$ cat config.mk
export PLATFORM = sky130hd
export DESIGN_NAME = alu_access_arbiter_flat
export DESIGN_NICKNAME = d
export VERILOG_FILES = /design/src/rtl/alu_access_arbiter_pkg.sv /design/src/rtl/alu_access_arbiter_if.sv /design/src/rtl/alu_access_arbiter_picker.sv /design/src/rtl/alu_access_arbiter.sv /design/src/flat_wrapper.sv
export SDC_FILE = /design/constraint.sdc
export NUM_CORES = 1
export LEC_CHECK = 0
export CORE_AREA = 2 2 168 170
export CTS_CLUSTER_SIZE = 40
export DETAILED_ROUTE_END_ITERATION = 10
export DIE_AREA = 0 0 170 172
export GPL_TIMING_DRIVEN = 0
export PLACE_DENSITY = 0.65
export SYNTH_ARGS = -nofsm -noshare
export SYNTH_HDL_FRONTEND = slang
export SYNTH_HIERARCHICAL = 1
export SYNTH_SLANG_ARGS = --single-unit
export TNS_END_PERCENT = 50
$ cat constraint.sdc
create_clock -name Clock -period 7.6 [get_ports Clock]
set_input_delay 1.52 -clock Clock [delete_from_list [all_inputs] [get_ports Clock]]
set_output_delay 1.52 -clock Clock [all_outputs]
set_load 0.01 [all_outputs]
$ cat src/rtl/alu_access_arbiter_pkg.sv
// Shared types and constants for the ALU access arbiter: FSM states,
// flag-bit layout and the named ALU function-select codes.
package alu_arb_pkg;

    typedef enum logic [1:0] {
        IDLE    = 2'd0,
        ISSUE   = 2'd1,
        COLLECT = 2'd2,
        RESP    = 2'd3
    } arb_state_e;

    localparam int FLAG_W = 4;
    localparam int FLAG_Z = 3;
    localparam int FLAG_C = 2;
    localparam int FLAG_N = 1;
    localparam int FLAG_O = 0;

    // Bit 4 selects 32-bit (1) or 16-bit (0) operation; bits 3:0 pick the op.
    localparam int FS_WIDTH_BIT = 4;
    localparam logic [4:0] FS_ADD16 = 5'b00100;
    localparam logic [4:0] FS_AND16 = 5'b00111;
    localparam logic [4:0] FS_ADD32 = 5'b10100;
    localparam logic [4:0] FS_SUB32 = 5'b10110;
    localparam logic [4:0] FS_AND32 = 5'b10111;

    function automatic logic [FLAG_W-1:0] pack_flags(input logic z, input logic c,
                                                     input logic n, input logic o);
        logic [FLAG_W-1:0] f;
        f         = '0;
        f[FLAG_Z] = z;
        f[FLAG_C] = c;
        f[FLAG_N] = n;
        f[FLAG_O] = o;
        return f;
    endfunction

endpackage

$ cat src/rtl/alu_access_arbiter_if.sv
// Requester and ALU-side bus of the ALU access arbiter. The slave modport is
// the arbiter's view; master is the view of the requesters plus the ALU.
interface alu_access_arbiter_if #(
    parameter int NUM_REQ  = 4,
    parameter int DATA_W   = 32,
    parameter int FUNSEL_W = 5
) ();
    import alu_arb_pkg::*;

    logic [NUM_REQ-1:0]          Req;
    logic [NUM_REQ*DATA_W-1:0]   ReqA;
    logic [NUM_REQ*DATA_W-1:0]   ReqB;
    logic [NUM_REQ*FUNSEL_W-1:0] ReqFunSel;
    logic [NUM_REQ-1:0]          ReqWF;
    logic [NUM_REQ-1:0]          Grant;
    logic [NUM_REQ-1:0]          Done;
    logic [DATA_W-1:0]           Result;
    logic [FLAG_W-1:0]           ResultFlags;
    logic                        Busy;

    logic [DATA_W-1:0]           AluA;
    logic [DATA_W-1:0]           AluB;
    logic [FUNSEL_W-1:0]         AluFunSel;
    logic                        AluWF;
    logic [DATA_W-1:0]           AluOut;
    logic [FLAG_W-1:0]           AluFlags;

    modport slave (
        input  Req, ReqA, ReqB, ReqFunSel, ReqWF, AluOut, AluFlags,
        output Grant, Done, Result, ResultFlags, Busy,
        output AluA, AluB, AluFunSel, AluWF
    );

    modport master (
        output Req, ReqA, ReqB, ReqFunSel, ReqWF, AluOut, AluFlags,
        input  Grant, Done, Result, ResultFlags, Busy,
        input  AluA, AluB, AluFunSel, AluWF
    );

endinterface

$ cat src/rtl/alu_access_arbiter_picker.sv
// Combinational round-robin picker: returns the first set request at or above
// ptr_i, wrapping modulo NUM_REQ. Shared with the bus arbiter.
module rr_priority_picker #(
    parameter int NUM_REQ = 4,
    parameter int PTR_W   = (NUM_REQ > 1) ? $clog2(NUM_REQ) : 1
) (
    input  logic [NUM_REQ-1:0] req_i,
    input  logic [PTR_W-1:0]   ptr_i,
    output logic [PTR_W-1:0]   winner_o,
    output logic               valid_o
);

    logic [PTR_W:0]   sum;
    logic [PTR_W-1:0] idx;
    logic             found;

    assign valid_o = |req_i;

    always_comb begin
        winner_o = '0;
        found    = 1'b0;
        sum      = '0;
        idx      = '0;
        for (int k = 0; k < NUM_REQ; k++) begin
            sum = {1'b0, ptr_i} + (PTR_W+1)'(k);
            if (sum >= (PTR_W+1)'(NUM_REQ)) begin
                sum = sum - (PTR_W+1)'(NUM_REQ);
            end
            idx = sum[PTR_W-1:0];
            if (!found && req_i[idx]) begin
                winner_o = idx;
                found    = 1'b1;
            end
        end
    end

endmodule

$ cat src/rtl/alu_access_arbiter.sv
// Round-robin owner of the shared ALU: each granted operation runs
// IDLE -> ISSUE -> COLLECT -> RESP and returns result/flags with a Done pulse.
module alu_access_arbiter
    import alu_arb_pkg::*;
#(
    parameter int NUM_REQ  = 4,
    parameter int DATA_W   = 32,
    parameter int FUNSEL_W = 5
) (
    input logic Clock,
    input logic Reset,
    alu_access_arbiter_if.slave bus
);

    localparam int PTR_W = (NUM_REQ > 1) ? $clog2(NUM_REQ) : 1;

    arb_state_e          state_q;
    logic [PTR_W-1:0]    rr_ptr_q;
    logic [PTR_W-1:0]    rr_ptr_d;
    logic [PTR_W-1:0]    owner_q;
    logic [NUM_REQ-1:0]  grant_q;
    logic [NUM_REQ-1:0]  done_q;
    logic                busy_q;
    logic [DATA_W-1:0]   alu_a_q;
    logic [DATA_W-1:0]   alu_b_q;
    logic [FUNSEL_W-1:0] alu_fs_q;
    logic                alu_wf_q;
    logic [DATA_W-1:0]   result_q;
    logic [FLAG_W-1:0]   flags_q;

    logic [DATA_W-1:0]   req_a  [NUM_REQ];
    logic [DATA_W-1:0]   req_b  [NUM_REQ];
    logic [FUNSEL_W-1:0] req_fs [NUM_REQ];

    logic [PTR_W-1:0]    win_idx;
    logic                win_vld;

    always_comb begin
        for (int i = 0; i < NUM_REQ; i++) begin
            req_a[i]  = bus.ReqA[i*DATA_W +: DATA_W];
            req_b[i]  = bus.ReqB[i*DATA_W +: DATA_W];
            req_fs[i] = bus.ReqFunSel[i*FUNSEL_W +: FUNSEL_W];
        end
    end

    rr_priority_picker #(
        .NUM_REQ (NUM_REQ),
        .PTR_W   (PTR_W)
    ) u_picker (
        .req_i    (bus.Req),
        .ptr_i    (rr_ptr_q),
        .winner_o (win_idx),
        .valid_o  (win_vld)
    );

    always_comb begin
        rr_ptr_d = win_idx + PTR_W'(1);
        if (win_idx == PTR_W'(NUM_REQ - 1)) begin
            rr_ptr_d = '0;
        end
    end

    // Grant, Done and AluWF are single-cycle pulses: cleared every edge and
    // set only by the transition that owns them.
    always_ff @(posedge Clock or posedge Reset) begin
        if (Reset) begin
            state_q  <= IDLE;
            rr_ptr_q <= '0;
            owner_q  <= '0;
            grant_q  <= '0;
            done_q   <= '0;
            busy_q   <= 1'b0;
            alu_a_q  <= '0;
            alu_b_q  <= '0;
            alu_fs_q <= '0;
            alu_wf_q <= 1'b0;
            result_q <= '0;
            flags_q  <= '0;
        end else begin
            grant_q  <= '0;
            done_q   <= '0;
            alu_wf_q <= 1'b0;
            unique case (state_q)
                IDLE: begin
                    if (win_vld) begin
                        alu_a_q  <= req_a[win_idx];
                        alu_b_q  <= req_b[win_idx];
                        alu_fs_q <= req_fs[win_idx];
                        alu_wf_q <= bus.ReqWF[win_idx];
                        owner_q  <= win_idx;
                        rr_ptr_q <= rr_ptr_d;
                        grant_q  <= NUM_REQ'(1) << win_idx;
                        busy_q   <= 1'b1;
                        state_q  <= ISSUE;
                    end
                end
                ISSUE: begin
                    state_q <= COLLECT;
                end
                COLLECT: begin
                    // Flags are taken even with WF=0; they then echo the ALU's held flags.
                    result_q <= bus.AluOut;
                    flags_q  <= bus.AluFlags;
                    done_q   <= NUM_REQ'(1) << owner_q;
                    state_q  <= RESP;
                end
                RESP: begin
                    busy_q  <= 1'b0;
                    state_q <= IDLE;
                end
                default: begin
                    busy_q  <= 1'b0;
                    state_q <= IDLE;
                end
            endcase
        end
    end

    assign bus.Grant       = grant_q;
    assign bus.Done        = done_q;
    assign bus.Busy        = busy_q;
    assign bus.Result      = result_q;
    assign bus.ResultFlags = flags_q;
    assign bus.AluA        = alu_a_q;
    assign bus.AluB        = alu_b_q;
    assign bus.AluFunSel   = alu_fs_q;
    assign bus.AluWF       = alu_wf_q;

endmodule
$ cat src/flat_wrapper.sv
// flat-port wrapper written by rule: the top's interface ports become plain ports
module alu_access_arbiter_flat import alu_arb_pkg::*;
#(
    parameter int NUM_REQ  = 4,
    parameter int DATA_W   = 32,
    parameter int FUNSEL_W = 5
)
  (Clock, Reset, bus_Req, bus_ReqA, bus_ReqB, bus_ReqFunSel, bus_ReqWF, bus_AluOut, bus_AluFlags, bus_Grant, bus_Done, bus_Result, bus_ResultFlags, bus_Busy, bus_AluA, bus_AluB, bus_AluFunSel, bus_AluWF);
  alu_access_arbiter_if #(.NUM_REQ(NUM_REQ), .DATA_W(DATA_W), .FUNSEL_W(FUNSEL_W)) bus_i ();
  input logic Clock;
  input logic Reset;
  input wire logic [$bits(bus_i.Req)-1:0] bus_Req;
  input wire logic [$bits(bus_i.ReqA)-1:0] bus_ReqA;
  input wire logic [$bits(bus_i.ReqB)-1:0] bus_ReqB;
  input wire logic [$bits(bus_i.ReqFunSel)-1:0] bus_ReqFunSel;
  input wire logic [$bits(bus_i.ReqWF)-1:0] bus_ReqWF;
  input wire logic [$bits(bus_i.AluOut)-1:0] bus_AluOut;
  input wire logic [$bits(bus_i.AluFlags)-1:0] bus_AluFlags;
  output wire logic [$bits(bus_i.Grant)-1:0] bus_Grant;
  output wire logic [$bits(bus_i.Done)-1:0] bus_Done;
  output wire logic [$bits(bus_i.Result)-1:0] bus_Result;
  output wire logic [$bits(bus_i.ResultFlags)-1:0] bus_ResultFlags;
  output wire logic [$bits(bus_i.Busy)-1:0] bus_Busy;
  output wire logic [$bits(bus_i.AluA)-1:0] bus_AluA;
  output wire logic [$bits(bus_i.AluB)-1:0] bus_AluB;
  output wire logic [$bits(bus_i.AluFunSel)-1:0] bus_AluFunSel;
  output wire logic [$bits(bus_i.AluWF)-1:0] bus_AluWF;
  assign bus_i.Req = bus_Req;
  assign bus_i.ReqA = bus_ReqA;
  assign bus_i.ReqB = bus_ReqB;
  assign bus_i.ReqFunSel = bus_ReqFunSel;
  assign bus_i.ReqWF = bus_ReqWF;
  assign bus_i.AluOut = bus_AluOut;
  assign bus_i.AluFlags = bus_AluFlags;
  assign bus_Grant = bus_i.Grant;
  assign bus_Done = bus_i.Done;
  assign bus_Result = bus_i.Result;
  assign bus_ResultFlags = bus_i.ResultFlags;
  assign bus_Busy = bus_i.Busy;
  assign bus_AluA = bus_i.AluA;
  assign bus_AluB = bus_i.AluB;
  assign bus_AluFunSel = bus_i.AluFunSel;
  assign bus_AluWF = bus_i.AluWF;
  alu_access_arbiter #(.NUM_REQ(NUM_REQ), .DATA_W(DATA_W), .FUNSEL_W(FUNSEL_W)) u_core (.Clock(Clock), .Reset(Reset), .bus(bus_i));
endmodule
* Yosys cells after proc, flatten, opt, wreduce, memory -nomap -nowiden
Cells that the tools add are included.
Cells by class: add/sub/neg operators 8, $lt $le $gt $ge 10, equality and inequality tests 5, shift-type cells 2, mux-type cells 40, bitwise logic cells 1, reduce and logical (&&, ||, !) cells 11
Operators with widths (number):
- 32-bit binary-select mux with 2-bit select | 2
- 32-bit 2-to-1 mux | 4
- 2-bit 2-to-1 mux | 10
- 2-bit by 3-bit < comparator with 1-bit output, second input constant | 5
- 3-bit >= comparator, second input constant | 4
- 4-bit 2-to-1 mux | 3
- 1-bit 2-to-1 mux | 11
- 1-bit binary-select mux with 2-bit select | 5
- 5-bit binary-select mux with 2-bit select | 1
- 5-bit 2-to-1 mux | 2
- 2-bit one-hot mux with 4 select lines | 1
- 1-bit by 2-bit left shift with 4-bit output, first input constant | 2
- 2-bit by 1-bit subtractor with 2-bit output, second input constant | 4
- 2-bit by 2-bit adder with 3-bit output, second input constant | 2
- 2-bit equality test, second input constant | 3
- 2-bit AND reduction | 2
- 4-bit OR reduction | 1
- 2-bit by 1-bit adder with 3-bit output, second input constant | 1
- 2-bit by 3-bit >= comparator with 1-bit output, second input constant | 1
- 1-bit logical AND | 3
- 1-bit logical NOT | 3
- 2-bit NOT with 3-bit output | 1
- 2-bit by 1-bit adder with 2-bit output, second input constant | 1
- 2-bit by 1-bit equality test with 1-bit output, second input constant | 1
- 4 further kinds | 4
Word-level totals: register bits after elaboration 121, bits of input ports 322, output and inout port bits 115

* Depth between registers and ports, before layout
depth in word-level cells 18, mapped depth 9

* Hierarchy
The synthesis kept the hierarchy.
By module, submodules not included:
- alu_access_arbiter | instances 1, cells an instance 520, area each 6481.2 um2, sequential area each 3027.9 um2
- rr_priority_picker | instances 1, cells an instance 15, area each 77.6 um2, sequential area each 0.0 um2

* Worst setup path before layout
OpenSTA, ideal clock, no wires.
path kind input to register, from in bus_Req[1], to reg u_core.rr_ptr_q[1], library setup time 127 ps, data arrival time 3070 ps, slack 4403 ps, stages 6, path buffers 0, cell sequence inv_1 a221o_1 a21oi_1 inv_2 ha_1 mux2_1
Between the ends: longest elaborated chain between the ends 14, elaborated cells on any way between the ends 26, those cells by class 1 x add/sub; 1 x eq/ne; 16 x mux; 8 x reduce/logical
RTL lines:
- start, declared | RTL line flat_wrapper.sv:12 | input wire logic [$bits(bus_i.Req)-1:0] bus_Req;
- 1-bit binary-select mux with 2-bit select | RTL line alu_access_arbiter_picker.sv:30 | if (!found && req_i[idx]) begin
- 1-bit 2-to-1 mux (implied by the code) | RTL line alu_access_arbiter_picker.sv:30
- 1-bit 2-to-1 mux | RTL line alu_access_arbiter_picker.sv:30
- 1-bit logical NOT | RTL line alu_access_arbiter_picker.sv:30
- 1-bit logical AND | RTL line alu_access_arbiter_picker.sv:30
- 1-bit 2-to-1 mux | RTL line alu_access_arbiter_picker.sv:30
- 1-bit logical NOT | RTL line alu_access_arbiter_picker.sv:30
- 1-bit logical AND | RTL line alu_access_arbiter_picker.sv:30
- 1-bit 2-to-1 mux | RTL line alu_access_arbiter_picker.sv:30
- 1-bit logical NOT | RTL line alu_access_arbiter_picker.sv:30
- 1-bit logical AND | RTL line alu_access_arbiter_picker.sv:30
- 2-bit 2-to-1 mux * | RTL line alu_access_arbiter_picker.sv:30
- via u_core.win_idx[0] | RTL line alu_access_arbiter.sv:35 | logic [PTR_W-1:0] win_idx;
- 2-bit by 1-bit adder with 2-bit output / 2-bit equality test (equally long branches) | RTL line alu_access_arbiter.sv:57, alu_access_arbiter.sv:58
- 2-bit 2-to-1 mux * | RTL line alu_access_arbiter.sv:58 | if (win_idx == PTR_W'(NUM_REQ - 1)) begin
- via u_core.rr_ptr_d[1] | RTL line alu_access_arbiter.sv:19 | logic [PTR_W-1:0] rr_ptr_d;
- end signal, assigned | RTL line alu_access_arbiter.sv:91 | rr_ptr_q <= rr_ptr_d;
- end, declared | RTL line alu_access_arbiter.sv:18 | logic [PTR_W-1:0] rr_ptr_q;
Mark *: on every way through the listed nets, which the timed path passes. The rest lies on a longest branch. The select of a mux whose other input is x is not followed. A chain may end at the register's enable or synchronous reset.

* Worst setup path in the final report
from in bus_Req[1], to reg u_core.alu_a_q[26], in the netlist u_core/bus.AluA[26]
Between the ends: longest elaborated chain between the ends 16, elaborated cells on any way between the ends 27, those cells by class 18 x mux; 1 x bitwise; 8 x reduce/logical
RTL lines:
- 1-bit binary-select mux with 2-bit select | RTL line alu_access_arbiter_picker.sv:30
- 1-bit 2-to-1 mux (implied by the code) | RTL line alu_access_arbiter_picker.sv:30
- 1-bit 2-to-1 mux | RTL line alu_access_arbiter_picker.sv:30
- 1-bit logical NOT | RTL line alu_access_arbiter_picker.sv:30
- 1-bit logical AND | RTL line alu_access_arbiter_picker.sv:30
- 1-bit 2-to-1 mux | RTL line alu_access_arbiter_picker.sv:30
- 1-bit logical NOT | RTL line alu_access_arbiter_picker.sv:30
- 1-bit logical AND | RTL line alu_access_arbiter_picker.sv:30
- 1-bit 2-to-1 mux | RTL line alu_access_arbiter_picker.sv:30
- 1-bit logical NOT | RTL line alu_access_arbiter_picker.sv:30
- 1-bit logical AND | RTL line alu_access_arbiter_picker.sv:30
- 2-bit 2-to-1 mux * | RTL line alu_access_arbiter_picker.sv:30
- via u_core.win_idx[0] | RTL line alu_access_arbiter.sv:35
- 2-bit NOT with 3-bit output (implied by the code) * | RTL line alu_access_arbiter.sv:86 | alu_a_q <= req_a[win_idx];
- 32-bit binary-select mux with 2-bit select * | RTL line alu_access_arbiter.sv:86
- 32-bit 2-to-1 mux (implied by the code) * (2 in a row) | RTL line alu_access_arbiter.sv:86
- end signal, assigned | RTL line alu_access_arbiter.sv:86
- end, declared | RTL line alu_access_arbiter.sv:24 | logic [DATA_W-1:0] alu_a_q;
Marked as above.

==> metrics.txt <==
Tot Pwr about 4200 uW; crit path cell chain clkdlybuf4s50_1, inv_1, a221o_1, a21oi_1, nand3_4, clkbuf_1, o221ai_1; Initial Util 23.9%; die height 172 microns; DR vias 6188; FF-to-FF Start u_core/rr_ptr_q[0]$_DFFE_PP0P_; clk slew on worst S/H paths 0.06 ns; worst hold start u_core/bus.AluB[6]$_DFFE_PP0P_; HPWL Detailed ~21000 microns; final hold vios 0; Skew-Pair Late Insertion Delay 0.40 ns; Mean Syn Cell Area about 12 sq um; Logic pwr share between 50% and 60%; 1st-iter DRT viols about 270; Worst Path Buf+Inv 3; CP peak stage delay 0.69 ns; Routed WL 26400 microns; worst path arrival time roughly 4 ns; Final Slew Violations 0; clock buffer depth 2; crit path launch type input port; Least-Margin Pin Slew 0.852 ns; Synth cell types 31; syn_nets 864; Tmin final 3.81 ns; drt wl/cell 19.6 microns; remaining global-route overflow 0; hold_ws 0.484 ns; Clock Power Share 19.5%; Worst Setup SP bus_Req[1]; initial antenna violation count 0; worst clock skew between 0.01 and 0.015 ns; Internal 2680 uW; Hold Path Class flip-flop to flip-flop; clock root buffer clkbuf_16; slowest CP cell a21oi_1; synth warn 6; 1st-pass router iterations 4; RSZ-0062 raised after global routing false; layout cell share with drive strength beyond 1 8.76%; Post-CTS Setup Inserts 0; relative slew slack a little over two fifths; Die Wd 170 microns; GPL Wtd Cong around 0.79; htree depth 4; area delta synth->final 82.7%; Crit Path Category input port to flip-flop; Final Net Count 1320; switching share of power 36.8%; Floorplan Core Area roughly 27000 sq um; Worst EP required 7.90 ns; gr usage total 17.3%; pwr/cell area 354 nW/um^2; flops & latches, synth roughly 120; synthesized cell area 6560 sq um; CTS Sinks 121; sequential share of power 26.6%; first-pass GRT wire length about 38000 microns; Die Area 29200 sq um; status finished clean; CP delay by family, top compound AO/OA/AOI/OAI gates; Lkg Pwr roughly 0.0051 uW; number of remaining DRC errors 0; Final ANT Viol Nets 0; Critical Path Fanout Max 10; Antenna diodes 0; routed vias/inst around 4.6; cts hold-fix bufs 0; CTS tree yes; Synth Instances 535; # fillers 2665; largest net degree at the start of global routing 70; Port-buffer cells roughly 440; number of global-route vias before repair 6486; max cap viols 0; register area share after synthesis 46.2%; IO Count 437; critical path capture point type flip-flop; Core Rows 61; PostCTS Resize Cnt 0; Fmax 262 MHz; TritonCTS Buffers 17; Sw Pwr between 1500 and 2000 uW; Setup violations, final 0; setup_tns 0 ns; peak supply drop 0.000139 V; final worst-path cycle share 50.2%
[metrics by stage]
stage / util [%] / instance area, sq um / instances / setup WS, ns
finish: 43.6 / 12000 / 1350 / 3.79
global route: 43.6 / 12000 / 1350 / 3.63
CTS: 43.6 / 12000 / 1350 / 3.76
detailed placement: 41.4 / 11400 / 1318 / 3.36
global placement: 41.3 / 11400 / 1317 / 0.662
floorplan: - / 6560 / 535 / 2.87
[cell usage after synthesis (all sizes together)]
master | n | area [sq um]
and3b | 1 | 8.76
ha | 7 | 87.6
and3 | 5 | 31.3
a221o | 1 | 10.0
inv | 12 | 45.1
o31ai | 2 | 15.0
buf | 33 | 363
mux4 | 1 | 22.5
a21oi | 5 | 25.0
nand2b | 1 | 6.26
nor2b | 1 | 6.26
mux2i | 139 | 1390
clkbuf | 12 | 56.3
nand3 | 3 | 40.0
mux2 | 37 | 417
nor3b | 1 | 7.51
o2bb2ai | 1 | 8.76
nor2 | 4 | 15.0
o221ai | 70 | 676
nand2 | 75 | 284
dfrtp | 121 | 3030
o21ai | 3 | 15.0
[worst paths after layout]
check	to	slack (ns)	depth (start not counted)
worst max-delay path	u_core/bus.AluA[26]$_DFFE_PP0P_	3.79	7
worst min-delay path	u_core/bus.AluB[6]$_DFFE_PP0P_	0.48	2
worst max register to register	u_core/bus.AluA[26]$_DFFE_PP0P_	5.08	6
worst min register to register	u_core/bus.AluB[6]$_DFFE_PP0P_	0.48	2
max in group asynchronous	u_core/bus.AluA[26]$_DFFE_PP0P_	5.30	3
min in group asynchronous	u_core/bus.AluB[27]$_DFFE_PP0P_	1.54	2
[sequential cells by signal, summed over array words and instances, names as in the netlist]
signal	count
u_core/bus.Done	4
u_core/bus.Busy	1
u_core/bus.AluFunSel	5
u_core/state_q	2
u_core/bus.AluB	32
u_core/owner_q	2
u_core/bus.AluA	32
u_core/bus.Result	32
u_core/bus.AluWF	1
u_core/rr_ptr_q	2
u_core/bus.Grant	4
u_core/bus.ResultFlags	4
[layout make-up]
class	count	area [sq um]	share of cell area, %
timing repair buffer	437	4390	36.7
multi-input combinational	357	3070	25.6
sequential	121	3030	25.3
tap	346	433	3.61
clock buffer	18	429	3.58
buffer	45	419	3.50
clock inverter	14	163	1.36
inverter	12	50.0	0.418
[routing by layer]
layer	track usage, %	share of wire, %	wire length (microns)	up-vias
li1	-	-	-	2912
met5	0	0	0	-
met3	4.97	7.5	1990	31
met2	31.0	51	13400	268
met1	20.0	39	10400	2977
met4	5.54	2.2	577	0
[cells in the final DEF, fill, tap and decap left out, types with 10 or more instances in the layout]
master / netlist / layout
buf_12: 11 / 11
clkbuf_16: 0 / 17
mux2i_1: 139 / 139
clkbuf_1: 9 / 10
buf_2: 15 / 15
clkdlybuf4s50_1: 0 / 436
o221ai_1: 60 / 60
mux2_1: 37 / 37
o221ai_2: 10 / 10
nand2_1: 74 / 74
dfrtp_1: 121 / 121
[worst register-to-register path: cells and delay by family (launching register included)]
| family | cells | cell delay (ns) |
|---|---|---|
| compound gates | 3 | 1.32 |
| buf+inv | 2 | 0.47 |
| flops | 1 | 0.39 |
| simple gates | 1 | 0.26 |
[power by group through the flow]
stage | clock, uW | combinational [uW] | sequential (uW)
4_1_cts | 856 | 2330 | 1130
3_3_place_gp | 0 | 2300 | 1120
3_5_place_dp | 0 | 2320 | 1140
5_1_grt | 885 | 2460 | 1170
6_report | 826 | 2290 | 1130
2_1_floorplan | 0 | 1070 | 1260
[kinds of logic after synthesis]
kind of cell,Yosys count,synth area share (%)
compound gates,82,11.4
fa+ha+maj,7,1.34
buf+inv,57,7.08
flops,121,46.2
mux,177,27.9
simple gates,91,6.09
No activity file was read; power rests on OpenSTA's default activity.
